File: config.mk
export PLATFORM = sky130hd
export DESIGN_NAME = decode_stage
export DESIGN_NICKNAME = d
export VERILOG_FILES = /design/src/rtl/decode_stage.sv
export SDC_FILE = /design/constraint.sdc
export NUM_CORES = 1
export LEC_CHECK = 0
export CORE_UTILIZATION = 56
export DETAILED_ROUTE_END_ITERATION = 7
export PLACE_DENSITY = 0.91
export SYNTH_ARGS = -nofsm -noshare
export SYNTH_HDL_FRONTEND = slang
export SYNTH_SLANG_ARGS = --single-unit
File: constraint.sdc
create_clock -name clk -period 4.8 [get_ports clk]
set_input_delay 0.96 -clock clk [delete_from_list [all_inputs] [get_ports clk]]
set_output_delay 0.96 -clock clk [all_outputs]
set_load 0.02 [all_outputs]
File: src/rtl/decode_stage.sv
// decode_stage: registered RV32I/RV64I decode stage feeding execute through a two-entry skid buffer.
// Defining DECODE_STAGE_M_EXT_EN adds M-extension decode on OPREG/OP32 with funct7=0000001.
package cpu_pkg;
    localparam int unsigned ALU_CODE_W = 5;
    localparam int unsigned LDST_W     = 3;
    localparam int unsigned REG_IDX_W  = 5;

    localparam logic [ALU_CODE_W-1:0] ALU_ADD  = 5'd0,  ALU_SUB  = 5'd1,  ALU_SLL    = 5'd2,
                                      ALU_SLT  = 5'd3,  ALU_SLTU = 5'd4,  ALU_XOR    = 5'd5,
                                      ALU_SRL  = 5'd6,  ALU_SRA  = 5'd7,  ALU_OR     = 5'd8,
                                      ALU_AND  = 5'd9,  ALU_LUI  = 5'd10, ALU_BEQ    = 5'd11,
                                      ALU_BNE  = 5'd12, ALU_BLT  = 5'd13, ALU_BGE    = 5'd14,
                                      ALU_BLTU = 5'd15, ALU_BGEU = 5'd16, ALU_MUL    = 5'd17,
                                      ALU_MULH = 5'd18, ALU_MULHSU = 5'd19, ALU_MULHU = 5'd20,
                                      ALU_DIV  = 5'd21, ALU_DIVU = 5'd22, ALU_REM    = 5'd23,
                                      ALU_REMU = 5'd24;

    localparam logic ALU_OP1_RS1 = 1'b0, ALU_OP1_PC  = 1'b1;
    localparam logic ALU_OP2_RS2 = 1'b0, ALU_OP2_IMM = 1'b1;
    localparam logic DISABLE     = 1'b0, ENABLE      = 1'b1;

    localparam logic [LDST_W-1:0] LOAD_DISABLE = 3'd0, LOAD_LB  = 3'd1, LOAD_LH  = 3'd2,
                                  LOAD_LW      = 3'd3, LOAD_LBU = 3'd4, LOAD_LHU = 3'd5,
                                  LOAD_LD      = 3'd6, LOAD_LWU = 3'd7;
    localparam logic [LDST_W-1:0] STORE_DISABLE = 3'd0, STORE_SB = 3'd1, STORE_SH = 3'd2,
                                  STORE_SW      = 3'd3, STORE_SD = 3'd4;

    localparam logic [6:0] OPC_OPIMM  = 7'h13, OPC_OPIMM32 = 7'h1B, OPC_OPREG = 7'h33,
                           OPC_OP32   = 7'h3B, OPC_LUI     = 7'h37, OPC_AUIPC = 7'h17,
                           OPC_LOAD   = 7'h03, OPC_STORE   = 7'h23, OPC_BRANCH = 7'h63,
                           OPC_JAL    = 7'h6F, OPC_JALR    = 7'h67;

    typedef struct packed {
        logic [ALU_CODE_W-1:0] alu_code;
        logic                  alu_op1_sel;
        logic                  alu_op2_sel;
        logic                  reg_we;
        logic [LDST_W-1:0]     is_load;
        logic [LDST_W-1:0]     is_store;
        logic                  is_word;
        logic [REG_IDX_W-1:0]  rd;
        logic [REG_IDX_W-1:0]  rs1;
        logic [REG_IDX_W-1:0]  rs2;
        logic                  illegal;
    } dec_ctrl_t;
endpackage

module decode_stage
    import cpu_pkg::*;
#(
    parameter int unsigned XLEN = 32
) (
    input  logic                  clk,
    input  logic                  rst,
    input  logic                  flush,
    input  logic                  in_valid,
    output logic                  in_ready,
    input  logic [31:0]           in_insn,
    input  logic [XLEN-1:0]       in_pc,
    output logic                  out_valid,
    input  logic                  out_ready,
    output logic [XLEN-1:0]       out_pc,
    output logic [XLEN-1:0]       out_imm,
    output logic [ALU_CODE_W-1:0] out_alu_code,
    output logic                  out_alu_op1_sel,
    output logic                  out_alu_op2_sel,
    output logic                  out_reg_we,
    output logic [LDST_W-1:0]     out_is_load,
    output logic [LDST_W-1:0]     out_is_store,
    output logic                  out_is_word,
    output logic [REG_IDX_W-1:0]  out_rd,
    output logic [REG_IDX_W-1:0]  out_rs1,
    output logic [REG_IDX_W-1:0]  out_rs2,
    output logic                  out_illegal
);
    if (XLEN != 32 && XLEN != 64) begin : g_bad_xlen
        $error("decode_stage: XLEN must be 32 or 64");
    end

    localparam bit IS_RV64 = (XLEN == 64);

    typedef enum logic [1:0] {EMPTY, ONE, TWO} state_t;

    logic [6:0]  opcode;
    logic [2:0]  funct3;
    logic [6:0]  funct7;
    logic [31:0] imm_i, imm_s, imm_b, imm_u, imm_j;

    assign opcode = in_insn[6:0];
    assign funct3 = in_insn[14:12];
    assign funct7 = in_insn[31:25];
    assign imm_i  = {{20{in_insn[31]}}, in_insn[31:20]};
    assign imm_s  = {{20{in_insn[31]}}, in_insn[31:25], in_insn[11:7]};
    assign imm_b  = {{20{in_insn[31]}}, in_insn[7], in_insn[30:25], in_insn[11:8], 1'b0};
    assign imm_u  = {in_insn[31:12], 12'b0};
    assign imm_j  = {{12{in_insn[31]}}, in_insn[19:12], in_insn[20], in_insn[30:21], 1'b0};

    function automatic logic [ALU_CODE_W-1:0] base_alu(input logic [2:0] f3, input logic alt);
        case (f3)
            3'b000:  base_alu = ALU_ADD;
            3'b001:  base_alu = ALU_SLL;
            3'b010:  base_alu = ALU_SLT;
            3'b011:  base_alu = ALU_SLTU;
            3'b100:  base_alu = ALU_XOR;
            3'b101:  base_alu = alt ? ALU_SRA : ALU_SRL;
            3'b110:  base_alu = ALU_OR;
            default: base_alu = ALU_AND;
        endcase
    endfunction

    // Register-register ALU selection shared by OPREG and OP32
    logic [ALU_CODE_W-1:0] rr_alu_c;
    logic                  rr_bad_c;

    always_comb begin
        rr_alu_c = ALU_ADD;
        rr_bad_c = 1'b0;
        case (funct7)
            7'b0000000: rr_alu_c = base_alu(funct3, 1'b0);
            7'b0100000: begin
                if (funct3 == 3'b000)      rr_alu_c = ALU_SUB;
                else if (funct3 == 3'b101) rr_alu_c = ALU_SRA;
                else                       rr_bad_c = 1'b1;
            end
`ifdef DECODE_STAGE_M_EXT_EN
            7'b0000001: rr_alu_c = ALU_MUL + ALU_CODE_W'(funct3);
`endif
            default:    rr_bad_c = 1'b1;
        endcase
    end

    dec_ctrl_t   dec_c;
    logic [31:0] imm32_c;
    logic        bad_c;

    always_comb begin
        dec_c     = '0;
        imm32_c   = '0;
        bad_c     = 1'b0;
        dec_c.rd  = in_insn[11:7];
        dec_c.rs1 = in_insn[19:15];
        dec_c.rs2 = in_insn[24:20];
        case (opcode)
            OPC_OPIMM: begin
                imm32_c           = imm_i;
                dec_c.alu_op2_sel = ALU_OP2_IMM;
                dec_c.reg_we      = ENABLE;
                dec_c.alu_code    = base_alu(funct3, in_insn[30]);
                bad_c             = !IS_RV64 && (funct3[1:0] == 2'b01) && in_insn[25];
            end
            OPC_OPIMM32: begin
                if (IS_RV64) begin
                    imm32_c           = imm_i;
                    dec_c.alu_op2_sel = ALU_OP2_IMM;
                    dec_c.reg_we      = ENABLE;
                    dec_c.is_word     = 1'b1;
                    case (funct3)
                        3'b001:  dec_c.alu_code = ALU_SLL;
                        3'b101:  dec_c.alu_code = in_insn[30] ? ALU_SRA : ALU_SRL;
                        default: dec_c.alu_code = ALU_ADD;
                    endcase
                end else begin
                    bad_c = 1'b1;
                end
            end
            OPC_OPREG: begin
                dec_c.reg_we   = ENABLE;
                dec_c.alu_code = rr_alu_c;
                bad_c          = rr_bad_c;
            end
            OPC_OP32: begin
                if (IS_RV64) begin
                    dec_c.reg_we   = ENABLE;
                    dec_c.is_word  = 1'b1;
                    dec_c.alu_code = rr_alu_c;
                    bad_c          = rr_bad_c;
                end else begin
                    bad_c = 1'b1;
                end
            end
            OPC_LUI: begin
                imm32_c           = imm_u;
                dec_c.alu_op2_sel = ALU_OP2_IMM;
                dec_c.reg_we      = ENABLE;
                dec_c.alu_code    = ALU_LUI;
            end
            OPC_AUIPC, OPC_JAL: begin
                imm32_c           = (opcode == OPC_JAL) ? imm_j : imm_u;
                dec_c.alu_op1_sel = ALU_OP1_PC;
                dec_c.alu_op2_sel = ALU_OP2_IMM;
                dec_c.reg_we      = ENABLE;
            end
            OPC_JALR: begin
                imm32_c           = imm_i;
                dec_c.alu_op2_sel = ALU_OP2_IMM;
                dec_c.reg_we      = ENABLE;
            end
            OPC_LOAD: begin
                imm32_c           = imm_i;
                dec_c.alu_op2_sel = ALU_OP2_IMM;
                dec_c.reg_we      = ENABLE;
                case (funct3)
                    3'b000:  dec_c.is_load = LOAD_LB;
                    3'b001:  dec_c.is_load = LOAD_LH;
                    3'b010:  dec_c.is_load = LOAD_LW;
                    3'b011:  begin dec_c.is_load = LOAD_LD;  bad_c = !IS_RV64; end
                    3'b100:  dec_c.is_load = LOAD_LBU;
                    3'b101:  dec_c.is_load = LOAD_LHU;
                    3'b110:  begin dec_c.is_load = LOAD_LWU; bad_c = !IS_RV64; end
                    default: bad_c = 1'b1;
                endcase
            end
            OPC_STORE: begin
                imm32_c           = imm_s;
                dec_c.alu_op2_sel = ALU_OP2_IMM;
                case (funct3)
                    3'b000:  dec_c.is_store = STORE_SB;
                    3'b001:  dec_c.is_store = STORE_SH;
                    3'b010:  dec_c.is_store = STORE_SW;
                    3'b011:  begin dec_c.is_store = STORE_SD; bad_c = !IS_RV64; end
                    default: bad_c = 1'b1;
                endcase
            end
            OPC_BRANCH: begin
                imm32_c = imm_b;
                case (funct3)
                    3'b000:  dec_c.alu_code = ALU_BEQ;
                    3'b001:  dec_c.alu_code = ALU_BNE;
                    3'b100:  dec_c.alu_code = ALU_BLT;
                    3'b101:  dec_c.alu_code = ALU_BGE;
                    3'b110:  dec_c.alu_code = ALU_BLTU;
                    3'b111:  dec_c.alu_code = ALU_BGEU;
                    default: bad_c = 1'b1;
                endcase
            end
            default: bad_c = 1'b1;
        endcase
        // Illegal entries still flow downstream but must have no architectural side effect
        if (bad_c) begin
            dec_c.reg_we   = DISABLE;
            dec_c.is_load  = LOAD_DISABLE;
            dec_c.is_store = STORE_DISABLE;
            dec_c.alu_code = ALU_ADD;
        end
        dec_c.illegal = bad_c;
    end

    state_t          state, state_n;
    logic            accept_c, load_main_c, load_skid_c, skid_to_main_c;
    dec_ctrl_t       main_ctrl, skid_ctrl;
    logic [XLEN-1:0] main_pc, main_imm, skid_pc, skid_imm, dec_imm_c;

    assign dec_imm_c = XLEN'($signed(imm32_c));

    always_ff @(posedge clk) begin
        if (rst) begin
            state     <= EMPTY;
            in_ready  <= 1'b1;
            out_valid <= 1'b0;
        end else begin
            state     <= state_n;
            in_ready  <= (state_n != TWO);
            out_valid <= (state_n != EMPTY);
        end
    end

    always_comb begin
        state_n        = state;
        load_main_c    = 1'b0;
        load_skid_c    = 1'b0;
        skid_to_main_c = 1'b0;
        accept_c       = in_valid && in_ready && !flush;
        case (state)
            EMPTY: if (accept_c) begin
                state_n     = ONE;
                load_main_c = 1'b1;
            end
            ONE: begin
                if (accept_c && out_ready) begin
                    load_main_c = 1'b1;
                end else if (accept_c) begin
                    state_n     = TWO;
                    load_skid_c = 1'b1;
                end else if (out_ready) begin
                    state_n = EMPTY;
                end
            end
            TWO: if (out_ready) begin
                state_n        = ONE;
                skid_to_main_c = 1'b1;
            end
            default: state_n = EMPTY;
        endcase
        if (flush) begin
            state_n        = EMPTY;
            skid_to_main_c = 1'b0;
        end
    end

    always_ff @(posedge clk) begin
        if (rst) begin
            main_ctrl <= '0;
            main_pc   <= '0;
            main_imm  <= '0;
            skid_ctrl <= '0;
            skid_pc   <= '0;
            skid_imm  <= '0;
        end else begin
            if (load_main_c) begin
                main_ctrl <= dec_c;
                main_pc   <= in_pc;
                main_imm  <= dec_imm_c;
            end else if (skid_to_main_c) begin
                main_ctrl <= skid_ctrl;
                main_pc   <= skid_pc;
                main_imm  <= skid_imm;
            end
            if (load_skid_c) begin
                skid_ctrl <= dec_c;
                skid_pc   <= in_pc;
                skid_imm  <= dec_imm_c;
            end
        end
    end

    assign out_pc          = main_pc;
    assign out_imm         = main_imm;
    assign out_alu_code    = main_ctrl.alu_code;
    assign out_alu_op1_sel = main_ctrl.alu_op1_sel;
    assign out_alu_op2_sel = main_ctrl.alu_op2_sel;
    assign out_reg_we      = main_ctrl.reg_we;
    assign out_is_load     = main_ctrl.is_load;
    assign out_is_store    = main_ctrl.is_store;
    assign out_is_word     = main_ctrl.is_word;
    assign out_rd          = main_ctrl.rd;
    assign out_rs1         = main_ctrl.rs1;
    assign out_rs2         = main_ctrl.rs2;
    assign out_illegal     = main_ctrl.illegal;
endmodule

# == After elaboration in Yosys (flattened, before gate mapping) ==
# Cells that the tools add are included.
# totals
regBits,192
inputBits,69
output_inout_bits,97
wordCells,113
# classes
eq_ne,21
muxes,47
n_reduce_logical,18
# op_table
operator,n
case mux 32 bit (5 select lines),1
two-way mux 32 bit,4
two-way mux 31 bit,3
case mux 4 bit (7 select lines),2
case mux 5 bit (6 select lines),1
"== test 7 x 6 -> 1 bit, second input constant",4
"== test 7 bit, second input constant",3
case mux 3 bit (7 select lines),1
case mux 5 bit (4 select lines),1
two-way mux 1 bit,16
"== test 7 x 5 -> 1 bit, second input constant",2
OR reduction 7 bit,2
"== test 3 bit, second input constant",4
two-way mux 2 bit,6
two-way mux 3 bit,4
case mux 3 bit (4 select lines),1
case mux 4 bit (2 select lines),1
"== test 7 x 2 -> 1 bit, second input constant",1
zero test 7 bit,1
two-way mux 7 bit,1
"== test 3 x 2 -> 1 bit, second input constant",2
case mux 1 bit (6 select lines),1
case mux 2 bit (3 select lines),1
OR reduction 3 bit,2
15 further kinds,21

# == Longest topological paths before layout ==
# depth
depth_word,7
depth_mapped,8

# == Worst setup path after synthesis ==
# Ideal clock, no wire load.
# synth_path
path_type,input to register
start,input port in_insn[2]
end,register main_ctrl (netlist bit out_is_load[0])
arrival_ns,2.217
setup_slack_ns,2.509
stages,7
path_cell_list,buf_6 or2_1 buf_6 or3_4 nor3_2 nand3_1 a31oi_1
# synth_between
elab_chain_len,5
# synth_rtl
item,line,rtl
"start, declared",58,"input logic [31:0] in_insn,"
== test 7 bit (tied with other cells),143,case (opcode)
OR reduction 4 bit (no source line),--,
case mux 1 bit (6 select lines),143,
two-way mux 7 bit (*),239,if (bad_c) begin
two-way mux 31 bit (*),309,if (load_main_c) begin
"end signal, assigned",314,main_ctrl <= skid_ctrl;
"end, declared",250,"dec_ctrl_t main_ctrl, skid_ctrl;"
# Mark *: on every way between the ends. The rest lies on a longest branch, timed or not.
# A chain may end at the register's enable or synchronous reset.

# == Worst setup path in the final report ==
# layout_path
start,input port in_insn[5]
end,register skid_imm[20]
# layout_between
elab_chain_len,3
# layout_rtl
item,line,rtl
== test 7 x 2 -> 1 bit (tied with other cells),143,
OR reduction 3 bit (no source line) (tied with other cells),--,
case mux 32 bit (5 select lines) (*),143,
"end signal, assigned",321,skid_imm <= dec_imm_c;
"end, declared",251,"logic [XLEN-1:0] main_pc, main_imm, skid_pc, skid_imm, dec_imm_c;"
# Marked as above.

==> flow_summary.json <==
{
  "drive_above_1_share_pct": 7.420,
  "finalHoldViolations": 0,
  "cts_resized": 0,
  "grt_max_degree": 115,
  "slew_headroom_pct": 28.56,
  "synthCells": 1017,
  "coreArea_um2": 14530,
  "ys.warnings.count": 0,
  "fillerInstances": 1102,
  "postCtsSetupBuffers": 0,
  "first_iter_violations": 726,
  "row_count": 44,
  "viasPerCell": 6.078,
  "numCtsBuffers": 17,
  "routed.top_layer": "met5",
  "finClkSkew_ns": 0.004742,
  "p_leak_nw": 3.395,
  "clk_latency_ns": 0.43,
  "arrival_ns": 3.54,
  "gp_congestion": 0.9020,
  "clk_path_buf_depth": 2,
  "vias": 7998,
  "antenna_cells": 0,
  "ys_types": 61,
  "cp_slowest_stage_delay_ns": 0.93,
  "yosys.area_share.simple_pct": 22.21,
  "synth_edf_count": 0,
  "ir_drop_v": 0.0002701,
  "start_kind": "input pin",
  "drt_pass1_iterations": 7,
  "ys_seq_elements": 192,
  "dp_cells": 1286,
  "final.min_clock_period_ns": 3.199,
  "track_usage_pct": 29.82,
  "synth_area_leaders": "dfxtp_1, nand2_1, a21oi_1",
  "cts.sinks": 192,
  "yosysSeqAreaShare_pct": 46.14,
  "rsz0062_at_grt": "no",
  "synth_area_um2": 8330,
  "fp.dieArea_um2": 15370,
  "ios": 166,
  "outcome": "complete, no violations",
  "synth_common_cells": "nand2_1, dfxtp_1, a21oi_1",
  "die_x_um": 124.0,
  "setup_tns_ns": 0,
  "avgSynthCellArea_um2": 8.191,
  "finalSetupViolCount": 0,
  "cts_tree": "done",
  "synth_top_cell_by_area": "dfxtp_1",
  "worst-path-max-fanout": 18,
  "fin_crit_sh_pct": 66.64,
  "hold_buffers": 0,
  "path_class": "in2reg",
  "tightestPinTransition_ns": 1.072,
  "antenna_found_initial": 1,
  "power_density_nw_per_um2": 324.4,
  "drt.antenna.violating_nets": 0,
  "grt.overflow.total": 0,
  "synthToLayoutAreaGrowth_pct": 25.74,
  "clock-root-buffer": "clkbuf_16",
  "grt_pass1_vias": 7019,
  "final_nets": 1190,
  "endpoint_kind": "register",
  "fmax_mhz": 312.6,
  "io_buffer_count": 164,
  "die_h_um": 124.0,
  "met3WireLength_mm": 1.748,
  "cp_cell_sequence": "clkdlybuf4s50_1 -> nand4b_4 -> o32ai_4 -> and2_1 -> a21oi_1 -> a211oi_2",
  "fin_cells": 1316,
  "start_util_pct": 57.32,
  "crit_required_ns": 5.14,
  "post-dp-hpwl_mm": 14.55,
  "synthMuxAreaShare_pct": 0.1202,
  "slew_violations": 0,
  "clkSlewWorstSetupHoldPaths_ns": 0.07,
  "h-tree-depth": 4,
  "routedWlPerCell_um": 17.66,
  "hp-class": "reg2reg",
  "routed_wirelength_mm": 23.24,
  "synthAdderAreaFrac_pct": 0,
  "synth_top_family_by_area": "compound AO/OA/AOI/OAI gates",
  "maxCapViolCount": 0,
  "drcViolationCount": 0,
  "async_flop_share_pct": 0,
  "synth-compound-area-share_pct": 25.92,
  "crit_slowest_cell": "clkdlybuf4s50_1",
  "drt-met1-wl_mm": 9.663,
  "synth_top_area_share_pct": 46.14,
  "synth_xor_area_share_pct": 0.2103,
  "yosysMostFrequentCell": "nand2_1",
  "synth_ff_type": "dfxtp_1",
  "dr_wl_met2_mm": 11.18,
  "synthesis.nets": 1086,
  "grt_first_pass_wirelength_mm": 35.31
}
critical path, delay by kind of cell:
family	cells	cell delay, ns
AND/OR/NAND/NOR	2	0.65
AO/OA/AOI/OAI	3	0.99
buffers and inverters	1	0.93
worst paths after layout:
check	slack (ns)	from	to	cells past startpoint
worst min-delay path	0.45	skid_ctrl[19]	out_is_store[2]	2
worst max-delay path	1.60	in_insn[5]	skid_imm[20]	6
worst min register to register	0.45	skid_ctrl[19]	out_is_store[2]	2
worst max register to register	2.32	state[1]	out_imm[23]	6
stage by stage:
| step | util [%] | worst slack, ns | cell area (µm²) | power (W) | hold slack (ns) |
|---|---|---|---|---|---|
| 2_1_floorplan | - | 2.509 | 8330 | 0.001908 | 0.4273 |
| 3_3_place_gp | 68.32 | 1.307 | 9930 | 0.002085 | 0.4374 |
| 3_5_place_dp | 68.32 | 1.237 | 9930 | 0.002091 | 0.4452 |
| 6_report | 72.07 | 1.602 | 10480 | 0.003398 | 0.4496 |
| 5_1_grt | 72.07 | 1.464 | 10480 | 0.003511 | 0.4694 |
| 4_1_cts | 72.07 | 1.627 | 10480 | 0.003407 | 0.4532 |
sequential cells by signal, indices dropped and copies added, names as in the netlist:
name and flops:
out_is_load 3, skid_imm 32, in_ready 1, out_reg_we 1
out_valid 1, skid_ctrl 30, out_is_store 3, out_rs1 5
out_illegal 1, out_pc 32, skid_pc 32, out_alu_op1_sel 1
out_rd 5, out_alu_code 5, out_alu_op2_sel 1, state 2
out_rs2 5, out_imm 32
report_power, final:
group | switching (W) | total [W] | internal (W)
Combinational | 0.000231 | 0.000404 | 0.000174
Sequential | 0.0000242 | 0.00166 | 0.00163
Clock | 0.000590 | 0.00133 | 0.000745
final cells by class:
type	count	area (µm²)	area share, %
Clock buffer	24	471.7	4.503
Clock inverter	6	73.82	0.7047
Inverter	5	18.77	0.1792
Multi-Input combinational cell	728	4071	38.87
Sequential cell	192	3844	36.69
Tap cell	184	230.2	2.198
Timing Repair Buffer	177	1765	16.85
cells by family (layout without fill, tap and decap cells):
logic type,after synthesis,count (layout)
buf+inv,97,212
mux,1,1
flops,192,192
compound gates,316,316
xor+xnor,2,2
other cells,1,1
simple gates,408,408
metal layers:
| metal | global-route usage [%] | vias up |
|---|---|---|
| met5 | 0 | - |
| met4 | 12.05 | 2 |
| met3 | 5.586 | 49 |
| met2 | 48.99 | 384 |
| met1 | 38.54 | 3772 |
| li1 | - | 3791 |
layout by cell type (no fill, tap or decap), types with 5 or more instances in the layout:
master             n
nand2_1          248
dfxtp_1          192
clkdlybuf4s50_1  163
a21oi_1          149
a22oi_1           66
nor2_1            55
and3_1            31
nand3_1           22
a211oi_1          22
a211oi_2          21
clkbuf_16         17
a311oi_1          11
buf_4             11
o21ai_0            9
nand2b_1           7
a31oi_1            6
o2bb2ai_1          5
a221oi_1           5
nand3b_1           5
nor2b_1            5
inv_1              5
clkbuf_1           5
Power figures use the tool's default switching activity.
